==> config.mk <==
export PLATFORM = sky130hd
export DESIGN_NAME = bcd_seg7_scanner
export DESIGN_NICKNAME = d
export VERILOG_FILES = /design/src/rtl/bcd_seg7_scanner.sv
export SDC_FILE = /design/constraint.sdc
export NUM_CORES = 1
export LEC_CHECK = 0
export CAP_MARGIN = 0
export CORE_ASPECT_RATIO = 1.1
export CORE_MARGIN = 2
export CORE_UTILIZATION = 45
export DETAILED_ROUTE_END_ITERATION = 6
export PLACE_DENSITY = 0.68
export SLEW_MARGIN = 25
export SYNTH_ARGS = -nofsm -noshare
export SYNTH_HDL_FRONTEND = slang
export SYNTH_SLANG_ARGS = --single-unit
==> constraint.sdc <==
create_clock -name clk -period 2.46 [get_ports clk]
set_input_delay 0.246 -clock clk [delete_from_list [all_inputs] [get_ports clk]]
set_output_delay 0.246 -clock clk [all_outputs]
set_load 0.05 [all_outputs]
==> src/rtl/bcd_seg7_scanner.sv <==
// rtl/bcd_seg7_scanner.sv - multiplexed BCD 7-segment scanner with frame snapshot, blanking and guard
module bcd_seg7_scanner #(
    parameter int DIGITS         = 4,
    parameter int REFRESH_DIV    = 50000,
    parameter int GUARD          = 2,
    parameter int SEG_ACTIVE_LOW = 1,
    parameter int AN_ACTIVE_LOW  = 1
) (
    input  logic                  clk,
    input  logic                  reset_n,
    input  logic [4*DIGITS-1:0]   bcd_in,
    input  logic [DIGITS-1:0]     dp_in,
    input  logic                  blank_lz,
    output logic [6:0]            seg,
    output logic                  dp,
    output logic [DIGITS-1:0]     an
);

    localparam int   CNT_W   = (REFRESH_DIV > 1) ? $clog2(REFRESH_DIV) : 1;
    localparam int   IDX_W   = $clog2(DIGITS);
    localparam logic SEG_INV = (SEG_ACTIVE_LOW != 0);
    localparam logic AN_INV  = (AN_ACTIVE_LOW != 0);

    logic [CNT_W-1:0]    cnt_q, cnt_d;
    logic [IDX_W-1:0]    idx_q, idx_d;
    logic [4*DIGITS-1:0] snap_bcd_q, snap_bcd_d;
    logic [DIGITS-1:0]   snap_dp_q, snap_dp_d;
    logic [6:0]          seg_q, seg_d;
    logic                dp_q, dp_d;
    logic [DIGITS-1:0]   an_q, an_d;

    logic                tick;
    logic                frame_end;
    logic                zero_run;
    logic [DIGITS-1:0]   lz_mask;
    logic [3:0]          cur_bcd;
    logic                cur_dp;
    logic                cur_blank;
    logic [6:0]          cur_seg;

    // Slot timing: prescaler, slot index and frame-boundary snapshot capture
    always_comb begin
        tick       = (cnt_q == CNT_W'(REFRESH_DIV - 1));
        frame_end  = tick && (idx_q == IDX_W'(DIGITS - 1));
        cnt_d      = tick ? '0 : cnt_q + 1'b1;
        idx_d      = idx_q;
        snap_bcd_d = snap_bcd_q;
        snap_dp_d  = snap_dp_q;
        if (tick) begin
            idx_d = frame_end ? '0 : idx_q + 1'b1;
        end
        if (frame_end) begin
            snap_bcd_d = bcd_in;
            snap_dp_d  = dp_in;
        end
    end

    // Select the current slot's digit and work out which digits are leading zeros
    always_comb begin
        zero_run  = 1'b1;
        lz_mask   = '0;
        cur_bcd   = '0;
        cur_dp    = 1'b0;
        cur_blank = 1'b0;
        // Walk from the most significant digit down; a digit is a leading zero
        // while every digit above it (and itself) is zero. Digit 0 always shows.
        for (int i = DIGITS - 1; i >= 0; i--) begin
            zero_run   = zero_run && (snap_bcd_q[4*i +: 4] == 4'd0);
            lz_mask[i] = zero_run && (i != 0);
        end
        for (int i = 0; i < DIGITS; i++) begin
            if (idx_q == IDX_W'(i)) begin
                cur_bcd   = snap_bcd_q[4*i +: 4];
                cur_dp    = snap_dp_q[i];
                cur_blank = lz_mask[i];
            end
        end
    end

    // Segment decode, blanking and guard-gated anode select feeding the output register
    always_comb begin
        case (cur_bcd)
            4'd0:    cur_seg = 7'h3F;
            4'd1:    cur_seg = 7'h06;
            4'd2:    cur_seg = 7'h5B;
            4'd3:    cur_seg = 7'h4F;
            4'd4:    cur_seg = 7'h66;
            4'd5:    cur_seg = 7'h6D;
            4'd6:    cur_seg = 7'h7D;
            4'd7:    cur_seg = 7'h07;
            4'd8:    cur_seg = 7'h7F;
            4'd9:    cur_seg = 7'h6F;
            default: cur_seg = 7'h40;
        endcase
        seg_d = cur_seg;
        dp_d  = cur_dp;
        if (blank_lz && cur_blank) begin
            seg_d = 7'h00;
            dp_d  = 1'b0;
        end
        // The guard keeps all anodes dark at slot start so the previous digit's
        // segments never ghost onto the next anode.
        an_d = '0;
        for (int i = 0; i < DIGITS; i++) begin
            an_d[i] = (cnt_q >= CNT_W'(GUARD)) && (idx_q == IDX_W'(i));
        end
    end

    // State and output registers with asynchronous active-low reset
    always_ff @(posedge clk or negedge reset_n) begin
        if (!reset_n) begin
            cnt_q      <= '0;
            idx_q      <= '0;
            snap_bcd_q <= '0;
            snap_dp_q  <= '0;
            seg_q      <= '0;
            dp_q       <= 1'b0;
            an_q       <= '0;
        end else begin
            cnt_q      <= cnt_d;
            idx_q      <= idx_d;
            snap_bcd_q <= snap_bcd_d;
            snap_dp_q  <= snap_dp_d;
            seg_q      <= seg_d;
            dp_q       <= dp_d;
            an_q       <= an_d;
        end
    end

    assign seg = seg_q ^ {7{SEG_INV}};
    assign dp  = dp_q ^ SEG_INV;
    assign an  = an_q ^ {DIGITS{AN_INV}};

endmodule
# Yosys cells after proc, flatten, opt, wreduce, memory -nomap -nowiden
# Memories as Yosys holds them, arrays and structs flattened.
# Cells that the tools add are included.
# totals
ff_bits	50
rom_bits	112
input_bits	23
output_inout_bits	12
elab_cells	45
mem_count	1
# classes
n_addsub	2
order_cmp	1
eq_ne	4
n_mux	15
bitwise_logic	3
n_reduce_logical	12
# mem_list
name	depth	width	read_ports	rd_clocked_by_memory_dff	write_ports	line_no	source
(no name shown)	16	7	1	0	0	82	case (cur_bcd)
# ops
cell	count
adder 16 x 1 -> 16 bit, second input constant	1
== test 16 bit, second input constant	1
>= comparator 16 x 2 -> 1 bit, second input constant	1
2-to-1 mux 16 bit	1
2-to-1 mux 4 bit	4
zero test 4 bit	3
logical AND 1 bit	8
2-to-1 mux 1 bit	8
2-to-1 mux 7 bit	1
NOT 7 bit	1
== test 2 bit, second input constant	2
NOT 4 bit	1
adder 2 x 1 -> 2 bit, second input constant	1
== test 2 x 1 -> 1 bit, second input constant	1
zero test 2 bit	1
2-to-1 mux 2 bit	1
NOT 1 bit	1

# Depth between registers and ports, before layout
# depth
ltp_word	8
ltp_mapped	10
mapped_depth_nobuf	9

# Worst setup path before layout
# No wires, ideal clock.
# synth_path
path_kind	register to register
from	register idx_q[1]
to	register seg_q[0]
setup_time_ps	83
arrival_time_ps	1962
path_slack_ps	415
stages_incl_launch_ff	10
n_path_buf	1
cell_sequence	dfrtp_1 -> inv_1 -> ha_1 -> clkbuf_1 -> nand3b_1 -> a31oi_1 -> inv_1 -> ha_1 -> mux2_2 -> o22ai_1
# synth_between
elab_chain_cells	7
word_cells_on_any_way	14
classes_between	3 x eq/ne; 8 x mux; 2 x reduce/logical; 1 x memory
# synth_rtl
element	line_no	source
start, declared	25	logic [IDX_W-1:0] idx_q, idx_d;
start signal, assigned	121	idx_q <= idx_d;
zero test 2 bit	72	if (idx_q == IDX_W'(i)) begin
2-to-1 mux 4 bit (4 in series)	72	
memory (16 x 7 bit)	n/a	
2-to-1 mux 7 bit (*)	97	if (blank_lz && cur_blank) begin
net seg_d[0]	28	logic [6:0] seg_q, seg_d;
end signal, assigned	124	seg_q <= seg_d;
end, declared	28	
# Mark *: on every way through the listed nets, which the timed path passes. The rest lies on a longest branch.
# A chain may end at the register's enable or synchronous reset.

# Worst setup path after layout
# layout_path
from	register idx_q[0]
to	register seg_q[0]
# Same word-level chain as after synthesis.

==> results.ini <==
[clock_tree]
clk_pin_slew_worst_paths_ns = 0.09
cts_num_sinks = 50
clock_path_buffers = 2
cts_setup_buffers = 0
htree_levels = 2
clk_latency_ns = 0.30
cts_made_buffers = 5
cts_tree = built
root_buffer = clkbuf_8

[layout]
fill_cells = 473
final_cell_mix = 50 x dfrtp_1, 33 x clkdlybuf4s50_1, 20 x mux2_4, 19 x inv_1, 13 x nand2_1
multiInputGateArea_um2 = 1125
diodes = 0
nets = 286
drive_gt1_frac = 0.1468
fin_cells = 327
seq_area_um2 = 1251
layout_commonest_cell = dfrtp_1
syn2layout_area_growth_pct = 20.75

[synth]
synth_top_area_cell = dfrtp_1
syn_avg_cell_area_um2 = 11.69
synth_seq_area_share = 0.5048
synth_fp_nets = 246
yosys_warnings = 0
synth_top_cell_area_share = 0.5048
synthTopCellsByArea = dfrtp_1 50%, mux2_4 12%, ha_1 5.6%
syn_inst = 212
yosysUniqueCellTypes = 37
ys_ff_latch = 50
netlist_area_um2 = 2479

[floorplanning]
dieWidth_um = 74.76
rows = 28
io_pins = 35
die_area_um2 = 6118
core_um2 = 5360
floorplan.initialDensity = 0.4624
dieHeight_um = 81.84

[drt]
ant_nets = 0
first_pass_iters = 5
via_count = 1639
routed_wl_um = 4584
viasPerCell = 5.012
drc = 0
wl_per_cell_um = 14.02
drt_iter0_markers = 80

[power_and_ir_drop]
power.density_nw_per_um2 = 499.3
p_int_mw = 1.133
p_comb_frac = 0.120
sw_frac_of_total = 0.2418
p_sw_mw = 0.3613
ir_worst_vdd_mv = 0.2519
seq_power_share = 0.578
clockPowerShare = 0.302
total_leakage_power_nw = 1.405

[placement]
placed_cells = 319
dpl.hpwl_um = 3354
io_buffer_count = 34
place_congestion = 0.7975
pre_cts_ws_ns = 0.1430

[timing]
fin_tns_setup_ns = 0
worst_pin_slew_ns = 0.5729
rsz0062_at_grt = false
slew_viol_final = 0
fmax_mhz = 448.3
fin_crit_sh = 0.9067
fin_hold_ws_ns = 0.4235
setup_ws_ns = 0.2296
skew_ns = 0.009267
min_period_ns = 2.230
setup_viol = 0
relSlewSlack = 0.6181
hold_violations = 0

[run_status]
status = finished clean

[setup_path]
crit_slowest_cell = dfrtp_1
endpoint_kind = flip-flop
slowest_delay_ns = 0.38
crit_chain = inv_1, ha_1, nor2_1, o211ai_1, o221ai_1, inv_1, ha_1, mux2_2, o22ai_1
path_max_fanout = 6
crit_required_ns = 2.68
worst_setup_path_start_kind = flip-flop
critPathKind = flip-flop to flip-flop
cp.arrival_ns = 2.45

[global_routing]
grt_pass1_wl_um = 7665
grt_max_degree = 30
gr-total-overflow = 0
grt_usage = 0.1648
grt_pass1_vias = 1660
antenna_found_initial = 0

[flow_run]
maxCapViolations = 0

[worst_hold_path]
hp-class = input pin to asynchronous set/reset pin

-- critical path, delay by kind of cell, from the launching register on --
kind	cells	cell delay, ns
mux	1	0.28
flops	1	0.38
fa+ha+maj	2	0.49
compound gates	3	0.46
simple gates	1	0.33
buf+inv	2	0.21
-- power groups by stage --
stage | combinational (mW) | sequential [mW] | clock [mW]
final | 0.179 | 0.864 | 0.451
after floorplan | 0.0971 | 0.875 | 0
after CTS | 0.182 | 0.864 | 0.463
after global routing | 0.196 | 0.868 | 0.497
after global placement | 0.178 | 0.880 | 0
after detailed placement | 0.179 | 0.880 | 0
-- timing repair --
action	4_1_cts	5_1_grt
gates resized for setup	0	1
endpoints found under the hold margin	21	0
endpoints found under the setup margin	0	2
hold buffers	1	0
-- cell families (layout without fill, tap and decap cells) --
family                     Yosys count  count (layout)  share of synthesized area
AOI/OAI and AO/OA                   25              25                    0.06765
buffers and inverters               25              65                    0.04392
DFF                                 50              50                     0.5048
adders and majority gates           11              11                    0.05553
muxes                               23              23                     0.1338
and+or+nand+nor                     65              65                     0.1484
xor gates and xnor gates            13              13                    0.04594
-- per-stage QoR --
| step | instance area (um^2) | utilization | total power [mW] |
|---|---|---|---|
| detailed placement | 2900 | 0.5411 | 1.059 |
| CTS | 2987 | 0.5572 | 1.509 |
| finish | 2993 | 0.5584 | 1.494 |
| global placement | 2900 | 0.5411 | 1.058 |
| floorplan | 2479 | - | 0.9719 |
| global route | 2993 | 0.5584 | 1.561 |
-- worst paths after layout --
path                                             to  cells after the start                 start  slack (ns)
worst max register to register   seg_q[0]$_DFF_PN0_                      9  idx_q[0]$_DFFE_PN0N_        0.23
worst min-delay path             seg_q[4]$_DFF_PN0_                      2               reset_n        0.42
worst max-delay path             seg_q[0]$_DFF_PN0_                      9  idx_q[0]$_DFFE_PN0N_        0.23
min in group clk                cnt_q[12]$_DFF_PN0_                      1   cnt_q[12]$_DFF_PN0_        0.51
max in group asynchronous        cnt_q[4]$_DFF_PN0_                      3               reset_n        1.29
worst min register to register  cnt_q[12]$_DFF_PN0_                      1   cnt_q[12]$_DFF_PN0_        0.51
-- layout make-up --
type                            instances  area share
Inverter                               19     0.02383
Multi-Input combinational cell        137      0.3758
Timing Repair Buffer                   39      0.1254
Tap cell                               75     0.03135
Sequential cell                        50      0.4181
Clock buffer                            7     0.02550
-- registers in the layout, summed over array words and instances, names as in the netlist --
name,cells
dp_q,1
cnt_q,16
snap_dp_q,4
snap_bcd_q,16
an_q,4
seg_q,7
idx_q,2
-- routing by layer --
metal | GRT usage | wire [um] | part of all wire
met1 | 0.2119 | 2114 | 0.46
met2 | 0.2805 | 2263 | 0.49
met3 | 0.04049 | 176 | 0.038
met4 | 0.03750 | 30 | 0.0065
met5 | 0 | 0 | 0
-- synthesized netlist by cell type --
cell type,instances
o21bai_1,1
nand3_1,8
o21ai_0,4
or4_1,3
and3_1,3
or2_2,1
a221oi_1,1
nand4_1,3
xnor2_1,8
nor4_1,3
o211ai_1,3
o2bb2ai_1,1
mux2_2,1
nand2_2,1
nand2b_1,3
nor2b_1,5
ha_1,11
nand3b_1,3
dfrtp_1,50
xor2_1,5
nor2_1,12
a21oi_1,5
nor4_4,1
and4_1,3
a31oi_2,1
nor4_2,1
a31oi_1,1
nand2_1,13
buf_6,2
o221ai_1,2
a21o_1,1
nor3_1,2
mux2_4,20
clkbuf_1,4
o22ai_1,5
mux2i_1,2
inv_1,19
(Power assumes the default switching activity.)
==> RTL edit (same settings) <==
Add an input register stage for `bcd_in`, `dp_in` and `blank_lz`, without a reset; this delays them by one clock.
--- a/src/rtl/bcd_seg7_scanner.sv
+++ b/src/rtl/bcd_seg7_scanner.sv
@@ -22,2 +22,12 @@
     localparam logic AN_INV  = (AN_ACTIVE_LOW != 0);
+
+    logic [4*DIGITS-1:0] bcd_q;
+    logic [DIGITS-1:0] dp_r;
+    logic blank_lz_q;
+
+    always_ff @(posedge clk) begin
+        bcd_q      <= bcd_in;
+        dp_r       <= dp_in;
+        blank_lz_q <= blank_lz;
+    end
 
@@ -52,4 +62,4 @@
         if (frame_end) begin
-            snap_bcd_d = bcd_in;
-            snap_dp_d  = dp_in;
+            snap_bcd_d = bcd_q;
+            snap_dp_d  = dp_r;
         end
@@ -96,3 +106,3 @@
         dp_d  = cur_dp;
-        if (blank_lz && cur_blank) begin
+        if (blank_lz_q && cur_blank) begin
             seg_d = 7'h00;
Formal check against the unedited RTL: no difference found for any inputs over 10 cycles, from zero or initial values and one cycle with reset_n low; that may be too few to reach the edited logic, so the function may still have changed.
==> RTL edit against the unedited design <==
- hold slack got worse by 0.17 ns
- sequential cell count increased by 21
- worst setup slack got worse by 0.040 ns
- synthesized area increased by 18%
- utilization increased by 1.6 points
- routed wire length increased by 2.2%
- synthesized cell count increased by 11%
- final area increased by 19%
- critical path type unchanged
- largest cell class unchanged
- highest routed layer unchanged
Power is not compared: it rests on default switching activity, and its combinational part moved more than twofold at a synthesized area within 25%.
==> RTL edit: results (changes against the unedited design) <==
<table>
<tr><th>Metric</th><th>Value</th></tr>
<tr><th colspan="2">Global route</th></tr>
<tr><td>GR Layer Usage met3</td><td>5.816% (was 4.049%)</td></tr>
<tr><td>Maximum number of pins on one net before global-route repair</td><td>44 (was 30)</td></tr>
<tr><td>Wire length of the first global-routing pass</td><td>7.935 mm (was 7.665 mm)</td></tr>
<tr><th colspan="2">Clock tree</th></tr>
<tr><td>Number of buffers created by CTS</td><td>9 (was 5)</td></tr>
<tr><td>CTS HTree Levels</td><td>3 (was 2)</td></tr>
<tr><th colspan="2">Detailed routing</th></tr>
<tr><td>Total length of routed wires</td><td>4.686 mm (was 4.584 mm)</td></tr>
<tr><td>Via count normalized by instance count</td><td>4.860 (was 5.012)</td></tr>
<tr><th colspan="2">Status</th></tr>
<tr><td>Run status</td><td>complete, no violations (unchanged)</td></tr>
<tr><th colspan="2">Place</th></tr>
<tr><td>DPL Wire Length</td><td>3.274 mm (was 3.354 mm)</td></tr>
<tr><td>Placer congestion estimate</td><td>0.8012 (was 0.7975)</td></tr>
<tr><th colspan="2">STA</th></tr>
<tr><td>Relative slew slack</td><td>57.12% (was 61.81%)</td></tr>
<tr><td>Worst slack on hold paths</td><td>0.2561 ns (was 0.4235 ns)</td></tr>
<tr><th colspan="2">Logic synthesis</th></tr>
<tr><td>Compound-cell area share of the yosys netlist</td><td>6.529% (was 6.764%)</td></tr>
<tr><td>Leading cell types by total area after synthesis</td><td>dfrtp_1 (43%), dfxtp_1 (14%), mux2_4 (10%) (was dfrtp_1 (50%), mux2_4 (12%), ha_1 (5.6%))</td></tr>
<tr><td>Adder and majority gate portion of the synthesized area</td><td>4.725% (was 5.553%)</td></tr>
<tr><td>Syn Nets</td><td>270 (was 246)</td></tr>
<tr><td>Post-synthesis share of cell area spent on xor and xnor gates</td><td>3.909% (was 4.594%)</td></tr>
<tr><td>Async set or reset register ratio after synthesis</td><td>70.42% (was 100.0%)</td></tr>
<tr><th colspan="2">Cells and area</th></tr>
<tr><td>Clock network share of area</td><td>6.018% (was 2.550%)</td></tr>
<tr><td>NumNets Final</td><td>314 (was 286)</td></tr>
<tr><td>Multi-input gates</td><td>140 (was 137)</td></tr>
<tr><th colspan="2">Setup path</th></tr>
<tr><td>Data arrival time of the critical path</td><td>2.51 ns (was 2.45 ns)</td></tr>
<tr><td>Reg-to-reg startpoint</td><td>idx_q[1]$_DFFE_PN0N_ (was idx_q[0]$_DFFE_PN0N_)</td></tr>
<tr><td>Setup slack on the worst flop-to-flop path</td><td>0.19 ns (was 0.23 ns)</td></tr>
<tr><td>Slowest Stage Delay on Critical Path</td><td>0.40 ns (was 0.38 ns)</td></tr>
</table>
[RTL edit: cell families after synthesis]
| family | count (synthesis) |
|---|---|
| mux | 23 |
| flops | 71 |
| xor+xnor | 13 |
| fa+ha+maj | 11 |
| buf+inv | 25 |
| simple gates | 66 |
| compound gates | 27 |
[RTL edit: power breakdown]
part	internal [mW]	total [mW]	switching (mW)
clock network	0.537	0.987	0.450
logic	0.0322	0.0506	0.0185
registers	1.18	1.18	0.00521
total	1.75	2.22	0.474
[RTL edit: through the flow]
stage | instances | area (um^2)
3_5_place_dp | 348 | 3351
5_1_grt | 365 | 3576
4_1_cts | 365 | 3576
6_report | 365 | 3576
3_3_place_gp | 348 | 3351
2_1_floorplan | 236 | 2913
[RTL edit: repair_timing]
action,4_1_cts,5_1_grt
endpoints found under the hold margin,7,0
hold buffers,1,0
setup endpoints to repair,0,7
resized for setup,0,1
